===== config.mk =====
export PLATFORM = sky130hd
export DESIGN_NAME = mux_arb_n
export DESIGN_NICKNAME = d
export VERILOG_FILES = /design/src/rtl/mux_arb_n.sv
export SDC_FILE = /design/constraint.sdc
export NUM_CORES = 1
export LEC_CHECK = 0
export ABC_AREA = 0
export CORE_UTILIZATION = 45
export DETAILED_ROUTE_END_ITERATION = 10
export GPL_TIMING_DRIVEN = 0
export PLACE_DENSITY = 0.91
export SLEW_MARGIN = 30
export SYNTH_ARGS = -nofsm -noshare
export SYNTH_HDL_FRONTEND = slang
export SYNTH_SLANG_ARGS = --single-unit

===== constraint.sdc =====
create_clock -name clk -period 5.55 [get_ports clk]
set_clock_uncertainty 0.15 [all_clocks]
set_input_delay 1.11 -clock clk [delete_from_list [all_inputs] [get_ports clk]]
set_output_delay 1.11 -clock clk [all_outputs]
set_load 0.1 [all_outputs]

===== src/rtl/mux_arb_n.sv =====
// mux_arb_n: registered N-to-1 channel multiplexer with fixed-select and
// round-robin arbitration, feeding a single-entry output register.
//
// Ports:
//   clk        system clock, rising edge
//   rst        asynchronous active-high reset
//   mode       0 = fixed select (sel), 1 = round-robin
//   sel        channel index used in fixed-select mode
//   in_data    channel i at bits [i*WIDTH +: WIDTH]
//   in_valid   per-channel valid
//   in_ready   per-channel ready, at most one bit high
//   out_data   registered data of the last accepted beat
//   out_ch     channel that supplied out_data
//   out_valid  output beat valid
//   out_ready  downstream accept
//
// Handshake: a beat moves on a rising edge where valid && ready are both high
// on the same side. Producers hold in_valid/in_data until they see in_ready;
// out_valid/out_data/out_ch stay stable until out_ready is seen. in_ready may
// depend combinationally on out_ready, never the other way round.
module mux_arb_n #(
    parameter int NUM_CH = 8,
    parameter int WIDTH  = 8,
    parameter int SEL_W  = $clog2(NUM_CH)
) (
    input  logic                    clk,
    input  logic                    rst,
    input  logic                    mode,
    input  logic [SEL_W-1:0]        sel,
    input  logic [NUM_CH*WIDTH-1:0] in_data,
    input  logic [NUM_CH-1:0]       in_valid,
    output logic [NUM_CH-1:0]       in_ready,
    output logic [WIDTH-1:0]        out_data,
    output logic [SEL_W-1:0]        out_ch,
    output logic                    out_valid,
    input  logic                    out_ready
);

    localparam int PAD_W = 1 << SEL_W;
    localparam logic [SEL_W-1:0] LAST_CH = SEL_W'(NUM_CH - 1);

    logic [SEL_W-1:0] rr_ptr;
    logic [PAD_W-1:0] valid_pad;
    logic             accept;
    logic             fix_valid;
    logic             rr_found;
    logic [SEL_W-1:0] rr_grant;
    logic             grant_valid;
    logic [SEL_W-1:0] grant;
    logic             in_xfer;

    // Zero-extending in_valid to a full power-of-two vector makes every sel
    // value a legal index; unused channel slots read as "not valid", which is
    // exactly the "no grant for sel >= NUM_CH" behaviour.
    assign valid_pad = PAD_W'(in_valid);
    assign fix_valid = valid_pad[sel];

    assign accept = !out_valid || out_ready;

    // Round-robin search starting at rr_ptr, wrapping modulo NUM_CH.
    always_comb begin
        int unsigned idx;
        rr_found = 1'b0;
        rr_grant = '0;
        idx      = 0;
        for (int k = 0; k < NUM_CH; k++) begin
            idx = int'(rr_ptr) + k;
            if (idx >= NUM_CH) begin
                idx = idx - NUM_CH;
            end
            if (!rr_found && in_valid[idx]) begin
                rr_found = 1'b1;
                rr_grant = SEL_W'(idx);
            end
        end
    end

    assign grant       = mode ? rr_grant : sel;
    assign grant_valid = mode ? rr_found : fix_valid;
    assign in_xfer     = accept && grant_valid;

    // rst gates ready so no producer believes a beat was taken during reset.
    always_comb begin
        in_ready = '0;
        if (in_xfer && !rst) begin
            in_ready[grant] = 1'b1;
        end
    end

    always_ff @(posedge clk or posedge rst) begin
        if (rst) begin
            out_valid <= 1'b0;
            out_data  <= '0;
            out_ch    <= '0;
            rr_ptr    <= '0;
        end else begin
            if (in_xfer) begin
                // Covers the simultaneous in/out transfer: new beat replaces old.
                out_valid <= 1'b1;
                out_data  <= in_data[grant*WIDTH +: WIDTH];
                out_ch    <= grant;
                if (mode) begin
                    rr_ptr <= (grant == LAST_CH) ? '0 : grant + 1'b1;
                end
            end else if (out_ready) begin
                // Output drained with nothing to replace it; data/ch are held.
                out_valid <= 1'b0;
            end
        end
    end

endmodule


### Yosys cells after proc, flatten, opt, wreduce, memory -nomap -nowiden

Cells that the tools add are included.

* $lt $le $gt $ge: 19
* muxes and demuxes: 50
* add/subtract/negate cells: 16
* reductions and logical operators: 22
* eq/ne operators: 1
* shift-type cells: 1

Operators by type and width (number)
* $lt 32x4->1 const B: 8
* $mux 32: 8
* $shiftx 64x7->8: 1
* $sub 4x4->5 const B: 7
* $mux 3: 10
* $ge 4x4->1 const B: 7
* $bmux 1 s3: 9
* $mux 1: 21
* $add 3x3->4 const B: 4
* $logic_and 1x1->1: 10
* $logic_not 1->1: 9
* $add 3x2->4 const B: 2
* $lt 3x4->1 const B: 2
* $mux 8: 1
* $sub 3x4->5 const B: 1
* $add 3x1->4 const B: 1
* $ge 3x4->1 const B: 1
* $add 3x1->3 const B: 1
* $demux 1 s3: 1
* $eq 3x3->1 const B: 1
* $ge 3x1->1 const B: 1
* $reduce_and 2->1: 1
* $reduce_bool 2->1: 1
* $logic_or 1x1->1: 1

* word-level logic and storage cells: 113
* output and inout port bits: 20
* register bits: 15
* input bits: 79

### Longest topological paths before layout

Gate-level depths: netlist of run 1.

* depth after elaboration: 32
* mapped depth: 17
* gate-level depth less buffers: 11

### Least setup slack after synthesis of run 1

No wires, ideal clock.

* path type: register to output
* from: register rr_ptr[1]
* to: output in_ready[1]
* data arrival time: 6.366 ns
* required time: 4.290 ns
* slack: -2.076 ns
* cell stages (with the launch flop): 16
* cells stage by stage: dfrtp_1 > buf_4 > buf_2 > inv_1 > ha_1 > buf_6 > buf_12 > mux2i_1 > mux4_2 > a22o_2 > and3_4 > a311o_1 > a221o_1 > or3_1 > buf_2 > nor4_1

* cells in the longest elaborated chain, start to end: 32
* elaborated cells between the ends (all ways): 87

RTL lines
* start: declaration: line 42 `logic [SEL_W-1:0] rr_ptr;`
* start signal: assignment: line 103 `rr_ptr <= (grant == LAST_CH) ? '0 : grant + 1'b1;`
* branches (longest 31 deep; another with $sub 4x4->5)
* $mux 8 (*): line 85 `if (in_xfer && !rst) begin`
* end: declaration: line 32 `output logic [NUM_CH-1:0] in_ready,`

Mark *: on every way between the ends. The select of a mux whose other input is x is not followed.

### Worst setup path in the final report of run 1

* from: register rr_ptr[0]
* to: output in_ready[1]

Same word-level chain as after synthesis.

==> impl_results.md, run 1 <==
- WL final: about 8.9 mm
- Post-route cell area: 3900 sq um
- Tot Pwr: 2.547 mW
- Final Cycle Share: a little over nine tenths
- DP HPWL: approximately 6.5 mm
- Initial drt markers: ~290
- Die area: between 5000 and 6000 sq um
- Max incr delay on CP: ~0.51 ns
- # port buffers: 93
- Worst endpoint required time: 4.29 ns
- R2R Path End: out_data[5]$_DFFE_PP0P_
- Post-synthesis sequential area ratio: between 10% and 20%
- Crit-path max FO: 10
- Vias per cell: 6.369
- Rel. slew slack: approximately a third
- Yosys reg bits: 15
- Hold EP: out_ch[2]$_DFFE_PP0P_
- Final number of hold-violating endpoints: 0
- Clock Pin Slew Worst Setup and Hold Paths: roughly 0.070 ns
- Final nets: about 470
- Syn_area_per_cell: 9.288 sq um
- Primary FF master, synth: dfrtp_1
- Filler cell count: about 390
- R2R Path Start: rr_ptr[0]$_DFFE_PP0P_
- Count of cell types in the netlist: 64
- ANT cells: 0
- Status: complete, no violations
- Final Util: around 70%
- Peak VDD IR: 0.3525 mV
- Pre-antenna DRT Iters: 5
- DR WL/cell: 19.42 um
- Row count: 27
- Vias: a little under 3,000
- Core Area: 5473 sq um
- CTS hold repair buffers: 0
- Syn Nets: 355
- Final setup TNS: 0 ns
- Setup crit start kind: flip-flop
- Worst slew pin tran: between 1 and 1.5 ns
- Vias in the first global route: about 2,800
- Total track usage: between 20% and 30%
- Max_cap viols: 0
- # clock sinks: 15
- Number of remaining DRC errors: 0
- Gate count after technology mapping: 274
- Hold WC Path Type: reg -> reg
- Io pins: between 90 and 100
- LEAKAGE: 1.534 nW
- Clock root buffer: clkbuf_8
- Path depth of the worst reg2reg path: 17
- YS warnings: 0
- Initial Util: between 40% and 50%
- Max frequency: 183.3 MHz
- Largest net degree at the start of global routing: 18
- Skew-Pair Late Insertion Delay: 0.25 ns
- Die W: between 70 and 80 um
- Hold depth: 2
- Asr flop ratio synth: between 90% and 100%
- Longest Clk Path Bufs: 2
- Post-layout minimum cycle time: about 5.5 ns
- CTS tree: yes
- Area grow syn2layout: 53.24%
- Cell Chain, Critical Path: buf_12 -> inv_8 -> ha_4 -> buf_6 -> buf_12 -> mux2i_1 -> mux4_2 -> a22o_4 -> and3_4 -> a311o_1 -> a221o_1 -> or3_4 -> buf_8 -> nor4_4 -> buf_6
- First-pass GRT wire length: between 10 and 15 mm
- CTS buffer count: 3
- Hold path startpoint: out_ch[2]$_DFFE_PP0P_
- # setup viols final: 0
- GP Congestion: about 0.9
- CP max-delay cell: mux4_2
- Share of layout cells above drive strength 1: between 30 and 40%
- Cell Area, Synth: 2545 sq um
- Arrival time worst endpoint: roughly 4.2 ns
- GRT overflow: 0
- Initial antenna violation count: 0
- Die span in y: a little under 80 um
- Crit path kind: reg -> out
- Post-synth EDFFs: 0
- Post-route ant nets: 0
- H-tree depth: 1
- Critical path capture point type: primary output
- Final Max Slew Viols: 0
- PD cells: around 650 nW/um^2
- Post-place instance area: between 3000 and 4000 sq um
- R2R setup slack: 1.19 ns
==> logic make-up after synthesis <==
kind of cell | synth area share [%]
fa+ha+maj | 0.9831
buf+inv | 8.210
xor+xnor | 1.328
simple gates | 18.68
flops | 14.75
mux | 37.46
compound gates | 18.58
==> where the power goes <==
part           internal [mW]  switching [mW]
registers              0.163          0.0299
logic                  0.958            1.30
clock network         0.0498          0.0421
total                   1.17            1.38
==> worst max-delay path by stage <==
| stage | endpoint | slack [ns] | from | cells past startpoint |
|---|---|---|---|---|
| finish | in_ready[1] | 0.09 | rr_ptr[0]$_DFFE_PP0P_ | 15 |
| global route | in_ready[7] | -0.07 | rr_ptr[1]$_DFFE_PP0P_ | 14 |
| CTS | in_ready[3] | 0.0007 | rr_ptr[1]$_DFFE_PP0P_ | 17 |
| detailed placement | in_ready[3] | -1.27 | in_valid[2] | 12 |
| global placement | in_ready[3] | -1.21 | in_valid[3] | 12 |
| floorplan | in_ready[5] | -0.25 | in_valid[7] | 10 |
==> layout make-up <==
type / count / area [sq um] / area share [%]
flip-flops and latches: 15 / 377.9 / 9.689
repair buffers: 109 / 1026 / 26.31
inverters: 9 / 46.29 / 1.187
well taps: 72 / 90.09 / 2.310
clock inverters: 1 / 5.005 / 0.1283
plain buffers: 24 / 203.9 / 5.229
clock buffers: 3 / 41.29 / 1.059
multi-input cells: 225 / 2110 / 54.09
==> cells in the final DEF (no fill, tap or decap), drive strengths merged, types with 12 or more instances in the layout <==
cell,n
mux2i,28
mux2,24
nor2,13
mux4,16
nand2,25
clkdlybuf4s50,81
nand2b,12
clkbuf,19
dfrtp,15
buf,36
==> synthesized netlist by cell type, types with 3 or more instances <==
| master | n | area (sq um) |
|---|---|---|
| a2111oi_0 | 6 | 52.55 |
| o211ai_1 | 3 | 22.52 |
| nor3_1 | 9 | 45.04 |
| nand3_1 | 5 | 25.02 |
| o21ai_0 | 7 | 35.03 |
| o22ai_1 | 3 | 18.77 |
| mux4_2 | 13 | 292.8 |
| and2_1 | 5 | 31.28 |
| mux2_4 | 5 | 75.07 |
| nand2_1 | 24 | 90.09 |
| buf_2 | 4 | 20.02 |
| o31ai_1 | 7 | 52.55 |
| nor4_1 | 7 | 43.79 |
| mux4_1 | 3 | 78.83 |
| nor2_1 | 13 | 48.80 |
| nand4_1 | 3 | 18.77 |
| inv_1 | 8 | 30.03 |
| a21oi_1 | 6 | 30.03 |
| o221ai_1 | 4 | 35.03 |
| nand2b_1 | 12 | 75.07 |
| clkbuf_1 | 11 | 41.29 |
| mux2i_1 | 27 | 270.3 |
| mux2_2 | 17 | 191.4 |
| a211oi_1 | 3 | 22.52 |
| buf_6 | 7 | 78.83 |
| dfrtp_1 | 15 | 375.4 |
==> stage by stage <==
step / instances / setup WS, ns / hold WS, ns
after floorplan: 274 / -0.2510 / 0.7175
after global placement: 439 / -1.210 / 0.3098
after detailed placement: 439 / -1.272 / 0.3297
after CTS: 444 / 0.0007496 / 0.3440
after global routing: 458 / -0.06643 / 0.3566
final: 458 / 0.09430 / 0.3372
==> worst max-delay path, delay by kind of cell (launching register included) <==
kind | cells | cell delay (ns)
AOI/OAI and AO/OA | 3 | 0.94
buffers and inverters | 6 | 0.91
and+or+nand+nor | 3 | 0.80
muxes | 2 | 0.63
DFF | 1 | 0.43
adders and majority gates | 1 | 0.20
==> layer usage <==
layer / vias up / routed length [um] / share of wire [%] / global-route usage, %
li1: 1297 / - / - / -
met1: 1416 / 3420 / 38 / 35.53
met2: 182 / 4538 / 51 / 49.47
met3: 22 / 762 / 8.6 / 4.524
met4: 0 / 176 / 2.0 / 9.057
met5: - / 0 / 0 / 0
==> state kept, by name, summed over array words and instances, names as in the netlist <==
name	cells
out_ch	3
rr_ptr	3
out_valid	1
out_data	8
==> what timing repair did <==
action                     4_1_cts  5_1_grt
pin swaps                        1        5
buffers inserted                 1       15
setup endpoints to repair        8        8
gates resized for setup         63       29
(Power assumes the default switching activity.)
==> run 2, diff against run 1 <==
--- a/config.mk
+++ b/config.mk
@@ -7,6 +7,7 @@
 export LEC_CHECK = 0
 export ABC_AREA = 0
 export CORE_UTILIZATION = 45
+export CTS_CLUSTER_SIZE = 14
 export DETAILED_ROUTE_END_ITERATION = 10
 export GPL_TIMING_DRIVEN = 0
 export PLACE_DENSITY = 0.91
==> results of run 2 <==
No change in the layout: final DEF, timing and power equal those of run 1.
